### src/rtl/dshot_pkg.sv
// Shared constants for the DShot600 receiver bank: state encoding, frame layout,
// throttle scaling and the 4-bit frame checksum.
package dshot_pkg;

    localparam logic [1:0] WAIT_GAP = 2'd0;
    localparam logic [1:0] RECV     = 2'd1;
    localparam logic [1:0] CHECK    = 2'd2;

    localparam int FRAME_W  = 16;
    localparam int THR_MSB  = 15;
    localparam int THR_LSB  = 5;
    localparam int TLM_BIT  = 4;
    localparam int DATA_LSB = 4;
    localparam int CRC_MSB  = 3;

    localparam int THROTTLE_MIN = 48;
    localparam int SCALE_MUL    = 131;

    function automatic logic [3:0] crc4(input logic [11:0] v);
        logic [11:0] x;
        x = v ^ (v >> 4) ^ (v >> 8);
        return x[3:0];
    endfunction

endpackage

### src/rtl/dshot_rx_channel.sv
// One DShot600 line: synchronizer, pulse-timing FSM, checksum, throttle mapping and failsafe.
// state    | meaning
// WAIT_GAP | waiting for a low period long enough to mark a frame boundary
// RECV     | measuring high pulses and shifting in frame bits
// CHECK    | one cycle to validate the checksum and stage the result
module dshot_rx_channel
    import dshot_pkg::*;
#(
    parameter int BIT_THRESH     = 15,
    parameter int MIN_HIGH       = 5,
    parameter int MAX_HIGH       = 25,
    parameter int GAP_CYCLES     = 40,
    parameter int TIMEOUT_CYCLES = 800000
) (
    input  logic       clk,
    input  logic       rst,
    input  logic       din,
    output logic [7:0] speed,
    output logic       alive,
    output logic       strobe,
    output logic       crc_err
);

    localparam int LW = $clog2(GAP_CYCLES + 1);
    localparam int HW = $clog2(MAX_HIGH + 2);
    localparam int TW = $clog2(TIMEOUT_CYCLES + 1);
    localparam logic [LW-1:0] GAP_C   = LW'(GAP_CYCLES);
    localparam logic [HW-1:0] MINH    = HW'(MIN_HIGH);
    localparam logic [HW-1:0] MAXH    = HW'(MAX_HIGH);
    localparam logic [HW-1:0] THR_C   = HW'(BIT_THRESH);
    localparam logic [HW-1:0] HSAT    = HW'(MAX_HIGH + 1);
    localparam logic [TW-1:0] TO_C    = TW'(TIMEOUT_CYCLES);
    localparam logic [TW-1:0] TO_LAST = TW'(TIMEOUT_CYCLES - 1);

    logic              sync1, sync2, prev;
    logic [1:0]        state;
    logic [LW-1:0]     low_cnt;
    logic [HW-1:0]     high_cnt;
    logic [3:0]        bit_idx;
    logic [FRAME_W-1:0] frame;
    logic              pend_strobe, pend_err, pend_load;
    logic [7:0]        pend_speed;
    logic [TW-1:0]     to_cnt;

    logic [10:0] thr, thr_off;
    logic [18:0] prod;
    logic [7:0]  mapped;
    logic        crc_ok;

    assign thr     = frame[THR_MSB:THR_LSB];
    assign thr_off = thr - 11'(THROTTLE_MIN);
    assign prod    = 19'(thr_off) * 19'(SCALE_MUL);
    assign mapped  = 8'(prod >> 10);
    assign crc_ok  = (crc4(frame[FRAME_W-1:DATA_LSB]) == frame[CRC_MSB:0]);

    always_ff @(posedge clk or posedge rst) begin
        if (rst) begin
            sync1       <= 1'b0;
            sync2       <= 1'b0;
            prev        <= 1'b0;
            state       <= WAIT_GAP;
            low_cnt     <= '0;
            high_cnt    <= '0;
            bit_idx     <= '0;
            frame       <= '0;
            pend_strobe <= 1'b0;
            pend_err    <= 1'b0;
            pend_load   <= 1'b0;
            pend_speed  <= '0;
        end else begin
            sync1       <= din;
            sync2       <= sync1;
            prev        <= sync2;
            pend_strobe <= 1'b0;
            pend_err    <= 1'b0;
            pend_load   <= 1'b0;
            case (state)
                WAIT_GAP: begin
                    if (low_cnt >= GAP_C) begin
                        state    <= RECV;
                        bit_idx  <= '0;
                        high_cnt <= '0;
                    end else if (sync2) begin
                        low_cnt <= '0;
                    end else begin
                        low_cnt <= low_cnt + LW'(1);
                    end
                end
                RECV: begin
                    if (sync2) begin
                        low_cnt <= '0;
                        if (high_cnt > MAXH) begin
                            state    <= WAIT_GAP;
                            high_cnt <= '0;
                            bit_idx  <= '0;
                        end else if (high_cnt != HSAT) begin
                            high_cnt <= high_cnt + HW'(1);
                        end
                    end else begin
                        if (low_cnt != GAP_C) low_cnt <= low_cnt + LW'(1);
                        if (prev) begin
                            high_cnt <= '0;
                            if (high_cnt < MINH) begin
                                state   <= WAIT_GAP;
                                bit_idx <= '0;
                                low_cnt <= '0;
                            end else begin
                                frame   <= {frame[FRAME_W-2:0], (high_cnt >= THR_C)};
                                bit_idx <= bit_idx + 4'd1;
                                if (bit_idx == 4'd15) state <= CHECK;
                            end
                        end else if (low_cnt >= GAP_C) begin
                            // truncated frame: drop partial bits, the gap is already seen
                            bit_idx <= '0;
                        end
                    end
                end
                CHECK: begin
                    state    <= WAIT_GAP;
                    low_cnt  <= '0;
                    high_cnt <= '0;
                    bit_idx  <= '0;
                    if (crc_ok) begin
                        pend_strobe <= 1'b1;
                        pend_load   <= (thr == 11'd0) || (thr >= 11'(THROTTLE_MIN));
                        pend_speed  <= (thr == 11'd0) ? 8'd0 : mapped;
                    end else begin
                        pend_err <= 1'b1;
                    end
                end
                default: state <= WAIT_GAP;
            endcase
        end
    end

    always_ff @(posedge clk or posedge rst) begin
        if (rst) begin
            speed   <= '0;
            alive   <= 1'b0;
            strobe  <= 1'b0;
            crc_err <= 1'b0;
            to_cnt  <= '0;
        end else begin
            strobe  <= pend_strobe;
            crc_err <= pend_err;
            if (pend_strobe) begin
                alive  <= 1'b1;
                to_cnt <= '0;
                if (pend_load) speed <= pend_speed;
            end else if (to_cnt != TO_C) begin
                to_cnt <= to_cnt + TW'(1);
                if (to_cnt == TO_LAST) begin
                    alive <= 1'b0;
                    speed <= '0;
                end
            end
        end
    end

endmodule

### src/rtl/dshot_rx_bank.sv
// Bank of independent DShot600 receivers feeding the BL-Ctrl packed target-speed bus;
// channel 0 occupies the most significant byte of speed_flat.
module dshot_rx_bank
    import dshot_pkg::*;
#(
    parameter int NUM_CH         = 8,
    parameter int BIT_THRESH     = 15,
    parameter int MIN_HIGH       = 5,
    parameter int MAX_HIGH       = 25,
    parameter int GAP_CYCLES     = 40,
    parameter int TIMEOUT_CYCLES = 800000
) (
    input  logic                  clk,
    input  logic                  rst,
    input  logic [NUM_CH-1:0]     dshot_in,
    output logic [8*NUM_CH-1:0]   speed_flat,
    output logic [NUM_CH-1:0]     channel_alive,
    output logic [NUM_CH-1:0]     frame_strobe,
    output logic [NUM_CH-1:0]     crc_error
);

    for (genvar i = 0; i < NUM_CH; i++) begin : g_ch
        dshot_rx_channel #(
            .BIT_THRESH     (BIT_THRESH),
            .MIN_HIGH       (MIN_HIGH),
            .MAX_HIGH       (MAX_HIGH),
            .GAP_CYCLES     (GAP_CYCLES),
            .TIMEOUT_CYCLES (TIMEOUT_CYCLES)
        ) u_ch (
            .clk     (clk),
            .rst     (rst),
            .din     (dshot_in[i]),
            .speed   (speed_flat[8*NUM_CH-1-8*i -: 8]),
            .alive   (channel_alive[i]),
            .strobe  (frame_strobe[i]),
            .crc_err (crc_error[i])
        );
    end

endmodule

### config.mk
export PLATFORM = sky130hd
export DESIGN_NAME = dshot_rx_bank
export DESIGN_NICKNAME = d
export VERILOG_FILES = /design/src/rtl/dshot_pkg.sv /design/src/rtl/dshot_rx_channel.sv /design/src/rtl/dshot_rx_bank.sv
export SDC_FILE = /design/constraint.sdc
export NUM_CORES = 2
export LEC_CHECK = 0
export BUFFER_PORTS_ARGS = -buffer_cell sky130_fd_sc_hd__buf_2
export CAP_MARGIN = 20
export CORE_ASPECT_RATIO = 1.4
export CORE_MARGIN = 2
export CORE_UTILIZATION = 40
export CTS_BUF_LIST = sky130_fd_sc_hd__clkbuf_2 sky130_fd_sc_hd__clkbuf_4 sky130_fd_sc_hd__clkbuf_8
export CTS_CLUSTER_DIAMETER = 50
export DETAILED_ROUTE_END_ITERATION = 6
export GPL_TIMING_DRIVEN = 1
export HOLD_SLACK_MARGIN = 0.05
export PLACE_DENSITY_LB_ADDON = 0.12
export REMOVE_ABC_BUFFERS = 1
export SYNTH_ARGS = -nofsm -noshare
export SYNTH_HDL_FRONTEND = slang
export SYNTH_HIERARCHICAL = 1
export SYNTH_SLANG_ARGS = --single-unit
### constraint.sdc
create_clock -name clk -period 6.9 [get_ports clk]
set_input_delay 0.69 -clock clk [delete_from_list [all_inputs] [get_ports clk]]
set_output_delay 0.69 -clock clk [all_outputs]
set_load 0.01 [all_outputs]
# Yosys cells after proc, flatten, opt, wreduce, memory -nomap -nowiden
# Index checks and enable logic that the tools add are counted.
# Widths: inputs -> output; s select.
# word_totals
regBits	624
in_bits	10
output_inout_bits	88
# classes
add_sub_neg	40
mul	8
order_cmp	40
eq_ne	120
mux	336
bitwise	32
reduce_logical	112
# op_table
op	count
$mux 20	16
$mux 8	40
$mux 6	48
$mux 5	40
$add 20x1->20 const B	8
$eq 20x20->1 const B	8
$mux 4	40
$ne 20x20->1 const B	8
$mul 11x8->18 const B	8
$pmux 6 s3	8
$pmux 5 s3	8
$mux 2	48
$pmux 4 s3	8
$reduce_and 4->1	24
$ge 11x6->1 const B	8
$logic_not 11->1	8
$sub 11x6->11 const B	8
$mux 1	72
$reduce_and 2->1	32
$xor 4x4->4	16
$add 6x1->6 const B	8
$ge 6x6->1 const B	8
$ne 6x6->1 const B	8
$add 5x1->5 const B	8
other kinds (22)	200

# Longest topological paths before layout
# logic_depth
ltp_word	6
depth_mapped	17
mapped_depth_nobuf	17

# Hierarchy
# Netlist, hierarchy kept.
# modules_own_cells
module	instances	cells_per_inst	area_each_um2
dshot_rx_channel (g_ch[2].u_ch ...)	4	459	4626.9
dshot_rx_channel (g_ch[1].u_ch ...)	2	475	4683.2
dshot_rx_channel (g_ch[0].u_ch)	1	464	4645.7
dshot_rx_channel (g_ch[7].u_ch)	1	469	4633.2

# Least setup slack after synthesis
# No wires, ideal clock.
# synth_timing
path_kind	register to register
startpoint	reg g_ch[0].u_ch.frame[9]
endpoint	reg g_ch[0].u_ch.pend_speed[7]
setup_time_ns	0.122
arrival_time_ns	4.171
slack_ns	2.607
stages_incl_launch_ff	16
n_path_buf	0
path_cell_list	dfrtp_1 -> ha_1 -> or3_1 -> nor3_1 -> xor2_1 -> ha_1 -> ha_1 -> inv_1 -> fa_1 -> inv_1 -> ha_1 -> nand2_1 -> or4_4 -> a31oi_2 -> nand3_1 -> a32o_1
# synth_via
elab_chain_len	4
# synth_rtl
element	line_no	source
from (decl)	dshot_rx_channel.sv:40	logic [FRAME_W-1:0] frame;
from (signal assigned)	dshot_rx_channel.sv:108	frame <= {frame[FRAME_W-2:0], (high_cnt >= THR_C)};
parallel branches: the longest is 4 deep, another holds $mul 11x8->18	n/a	
to (signal assigned)	dshot_rx_channel.sv:126	pend_speed <= (thr == 11'd0) ? 8'd0 : mapped;
to (decl)	dshot_rx_channel.sv:42	logic [7:0] pend_speed;
# Several ways; the timed one is not identified.
# A chain may end at the register's enable or synchronous reset.

# Worst setup path in the final report
# layout_timing
startpoint	reg g_ch[5].u_ch.frame[9]
endpoint	reg g_ch[5].u_ch.pend_speed[7]
# layout_via
elab_chain_len	4
# layout_rtl
element	line_no
from (decl)	dshot_rx_channel.sv:40
from (signal assigned)	dshot_rx_channel.sv:108
parallel branches: the longest is 4 deep, another holds $mul 11x8->18	n/a
to (signal assigned)	dshot_rx_channel.sv:126
to (decl)	dshot_rx_channel.sv:42
# Several ways; the timed one is not identified.

==> results.rst <==
.. list-table::
   :header-rows: 1

   * - Metric
     - Value
   * - Total Routing Usage GR
     - 16.2%
   * - Worst path arrival time
     - 5.23 ns
   * - Power density cells
     - 185 mW/mm2
   * - Post-CTS Repair Setup Buffers
     - 0
   * - Final period util
     - 66.7%
   * - Sum of routed wire length over all layers
     - 74900 um
   * - Core Box Area
     - 0.0923 mm2
   * - Maximum capacitance violations
     - 0
   * - Slowest cell delay on critical path
     - 0.59 ns
   * - Layout area overhead
     - 11.9%
   * - Setup total negative slack
     - 0 ns
   * - R2R setup slack
     - 2.30 ns
   * - Highest ir drop seen on vdd
     - 134 uV
   * - Count of synthesis-stage warnings from yosys
     - 6
   * - Final antenna-violating net count
     - 0
   * - Post-route minimum period
     - 4.60 ns
   * - Critical path required time
     - 7.53 ns
   * - Reg clk slew, reported paths
     - 0.06 ns
   * - CTS Buffer Depth
     - 3
   * - CTS H-Tree Depth
     - 3
   * - Area of all placed cells without fillers
     - 0.0416 mm2
   * - Buffers plus inverters on the worst setup path
     - 2
   * - Proportion of layout cells with a drive suffix above 1
     - 12.3%
   * - R2R Path Start
     - g_ch[5].u_ch/frame[9]$_DFFE_PP0P_
   * - Effective utilization at floorplan
     - 40.2%
   * - Most used cells in the layout excluding fill and tap cells
     - sky130_fd_sc_hd__dfrtp_1 (624), sky130_fd_sc_hd__ha_1 (368), sky130_fd_sc_hd__inv_1 (356)
   * - Total cell area at the placement stage
     - 0.0388 mm2
   * - Routed via count divided by cell count
     - 5.10
   * - Crit path max-delay family
     - adder cells
   * - Post-synth EDFFs
     - 0
   * - Number of failing hold endpoints at the final stage
     - 0
   * - Remaining routing DRC violations
     - 0
   * - CTS root buf
     - sky130_fd_sc_hd__clkbuf_8
   * - Number of buffers inserted during clock tree synthesis
     - 111
   * - Setup repair after global routing missed its margin
     - no
   * - Width of the chip
     - 262 um
   * - Maximum number of pins on one net before global-route repair
     - 79
   * - Hold Worst Slack
     - 0.346 ns
   * - Master of the slowest instance on the critical path
     - sky130_fd_sc_hd__or4_4
   * - Top-level port count
     - 98
   * - Critical Path Start
     - g_ch[5].u_ch/frame[9]$_DFFE_PP0P_
   * - Leakage power figure
     - 0.0198 uW
   * - Average instance area after synthesis
     - 9.99 um2
   * - Transition time at the pin with the least slew margin
     - 1.06 ns
   * - Worst hold path type
     - register to register
   * - DR WL/cell
     - 14.5 um
   * - Number of cells on the critical path
     - 15
   * - Top_reg_cell synth
     - sky130_fd_sc_hd__dfrtp_1
   * - Number of pins with negative max-slew slack in the final report
     - 0
   * - Peak clock frequency supported by timing
     - 0.217 GHz
   * - Cell area after synthesis
     - 0.0372 mm2
   * - Gate Count Post-Synth
     - 3719
   * - Number of synthesized register bits
     - 624
   * - # hold bufs at CTS
     - 9
   * - Number of antenna violations at the first check in global routing
     - 6
   * - Outcome
     - finished, final reports clean
   * - Cell count of the worst reg-to-reg path
     - 15
   * - Sort of element at the start of the critical path
     - register
   * - Total Nets Final
     - 4274
   * - Most used cell along the critical path
     - sky130_fd_sc_hd__ha_1
   * - Vias
     - 26300
   * - Final weighted congestion in routability-driven placement
     - 0.779
   * - Router iterations before antenna repair
     - 5
   * - Most common library cell in the layout ignoring fill and taps
     - sky130_fd_sc_hd__dfrtp_1
   * - Share of flip-flops with an asynchronous set or reset after synthesis
     - 100%
   * - Number of setup violations in the final report
     - 0
   * - Number of DRC violations after detailed-routing iteration 0
     - 1185
   * - Worst Setup End Kind
     - register
   * - Final Total Pwr
     - 7690 uW
   * - Post-synthesis sequential area ratio
     - 42.0%
   * - Final critical-path setup slack
     - 2.30 ns
   * - End of the worst register-to-register path
     - g_ch[5].u_ch/pend_speed[7]$_DFFE_PP0P_
   * - Worst clock skew
     - 0.0256 ns
   * - Via count of the first global-routing pass
     - 27200
   * - Standard-cell row count
     - 132
   * - Wire length of the first global-routing pass
     - 131000 um
   * - Clock latency of the later-clocked register in the worst-skew pair
     - 0.77 ns
   * - Critical-path cell list
     - ha_1, or3_1, nor3_1, xor2_1, ha_1, ha_1, inv_1, fa_1, inv_1, ha_1, nand2_1, or4_4, a31oi_2, nand3_1, a32o_1
   * - Post-detail-place hpwl
     - 52500 um
   * - Endpoint of the worst setup timing path
     - g_ch[5].u_ch/pend_speed[7]$_DFFE_PP0P_
   * - Slew headroom
     - 29.5%
   * - Count of distinct cell types in the synthesized netlist
     - 74
   * - Worst setup path class
     - register to register
   * - Die extent in y
     - 365 um
   * - Clock tree from TritonCTS
     - built
   * - Total congestion overflow
     - 0
   * - Largest fanout on the critical path
     - 6
   * - Overall die area
     - 0.0954 mm2
   * - Port bufs
     - 97
   * - Setup slack at placement
     - 2.33 ns
   * - Post_cts resized
     - 0
   * - Clock net sink count
     - 624
==> flip-flops by register name, indices dropped and copies added (netlist names) <==
signal,flops
g_ch.u_ch/pend_speed,64
g_ch.u_ch/bit_idx,32
g_ch.u_ch/low_cnt,48
g_ch.u_ch/pend_load,8
g_ch.u_ch/sync2,8
g_ch.u_ch/sync1,8
g_ch.u_ch/pend_strobe,8
g_ch.u_ch/state,16
g_ch.u_ch/frame,128
g_ch.u_ch/high_cnt,40
g_ch.u_ch/speed,64
g_ch.u_ch/strobe,8
g_ch.u_ch/to_cnt,160
g_ch.u_ch/crc_err,8
g_ch.u_ch/pend_err,8
g_ch.u_ch/alive,8
g_ch.u_ch/prev,8
==> metrics by stage <==
step	cells	utilization, %
6_report	5159	45.0
3_3_place_gp	4942	42.1
4_1_cts	5150	44.8
5_1_grt	5158	45.0
2_1_floorplan	3626	-
3_5_place_dp	4942	42.1
==> power by group <==
part           internal [uW]  leakage (uW)  switching, uW  total [uW]
sequential              3690       0.00853           32.4        3720
clock                   2200       0.00129           1610        3810
combinational           47.6       0.00995            107         155
==> kinds of logic (layout without fill, tap and decap cells) <==
logic type / after synthesis / in the layout / share of synthesized area (%)
buf+inv: 457 / 688 / 4.79
flops: 624 / 624 / 42.0
simple gates: 1094 / 1094 / 14.9
mux: 114 / 114 / 3.42
compound gates: 669 / 669 / 12.2
fa+ha+maj: 400 / 400 / 14.1
xor+xnor: 361 / 361 / 8.51
other cells: 0 / 3 / 0
==> worst reg2reg max path: stages, from the launching register on <==
cell	delay (ns)
sky130_fd_sc_hd__dfrtp_1	0.46
sky130_fd_sc_hd__ha_1	0.27
sky130_fd_sc_hd__or3_1	0.38
sky130_fd_sc_hd__nor3_1	0.21
sky130_fd_sc_hd__xor2_1	0.35
sky130_fd_sc_hd__ha_1	0.30
sky130_fd_sc_hd__ha_1	0.27
sky130_fd_sc_hd__inv_1	0.05
sky130_fd_sc_hd__fa_1	0.52
sky130_fd_sc_hd__inv_1	0.04
sky130_fd_sc_hd__ha_1	0.32
sky130_fd_sc_hd__nand2_1	0.12
sky130_fd_sc_hd__or4_4	0.59
sky130_fd_sc_hd__a31oi_2	0.25
sky130_fd_sc_hd__nand3_1	0.10
sky130_fd_sc_hd__a32o_1	0.25
==> cell usage after synthesis, types with 26 or more instances <==
cell                       count  area share, %
sky130_fd_sc_hd__nor3_1       45           0.61
sky130_fd_sc_hd__o211ai_1     29           0.59
sky130_fd_sc_hd__dfrtp_1     624             42
sky130_fd_sc_hd__a31oi_1      50           0.84
sky130_fd_sc_hd__a21o_1       26           0.53
sky130_fd_sc_hd__xnor2_1     177            4.2
sky130_fd_sc_hd__or3_1        30           0.51
sky130_fd_sc_hd__nand2_1     217            2.2
sky130_fd_sc_hd__ha_1        368             12
sky130_fd_sc_hd__a21oi_1     102            1.4
sky130_fd_sc_hd__a22o_1       78            1.8
sky130_fd_sc_hd__inv_1       364            3.7
sky130_fd_sc_hd__xor2_1      184            4.3
sky130_fd_sc_hd__mux2_2      103            3.1
sky130_fd_sc_hd__and3_1       52           0.88
sky130_fd_sc_hd__nand4_1      69            1.2
sky130_fd_sc_hd__fa_1         32            1.7
sky130_fd_sc_hd__o21ai_0     207            2.8
sky130_fd_sc_hd__clkbuf_1     49           0.50
sky130_fd_sc_hd__nand3_1     173            2.3
sky130_fd_sc_hd__nor4b_1      30           0.71
sky130_fd_sc_hd__buf_2        26           0.35
sky130_fd_sc_hd__nor2_1      308            3.1
==> routing by layer <==
layer	routed length (um)	vias to the layer above	track usage, %
met4	1940	4	5.85
met1	33300	12600	19.8
li1	-	13300	-
met5	26	-	0
met2	37400	271	28.7
met3	2350	139	2.72
==> final cells by class <==
| class | instances | area, um2 |
|---|---|---|
| inverters | 364 | 1380 |
| fillers | 8993 | 50800 |
| well taps | 1206 | 1510 |
| flip-flops and latches | 624 | 15600 |
| multi-input cells | 2638 | 19800 |
| clock inverters | 35 | 374 |
| clock buffers | 164 | 2090 |
| diodes | 3 | 7.51 |
| repair buffers | 125 | 826 |
==> how the worst min path moves through the flow <==
stage	from	endpoint	slack, ns	cells after the start
detailed placement	g_ch[1].u_ch/pend_err$_DFF_PP0_	g_ch[1].u_ch/crc_err$_DFF_PP0_	0.34	0
global route	g_ch[1].u_ch/pend_err$_DFF_PP0_	g_ch[1].u_ch/crc_err$_DFF_PP0_	0.35	0
floorplan	g_ch[0].u_ch/pend_err$_DFF_PP0_	g_ch[0].u_ch/crc_err$_DFF_PP0_	0.33	0
global placement	g_ch[1].u_ch/pend_err$_DFF_PP0_	g_ch[1].u_ch/crc_err$_DFF_PP0_	0.33	0
CTS	g_ch[1].u_ch/pend_err$_DFF_PP0_	g_ch[1].u_ch/crc_err$_DFF_PP0_	0.35	0
finish	g_ch[1].u_ch/pend_err$_DFF_PP0_	g_ch[1].u_ch/crc_err$_DFF_PP0_	0.35	0
(Power assumes the default switching activity.)
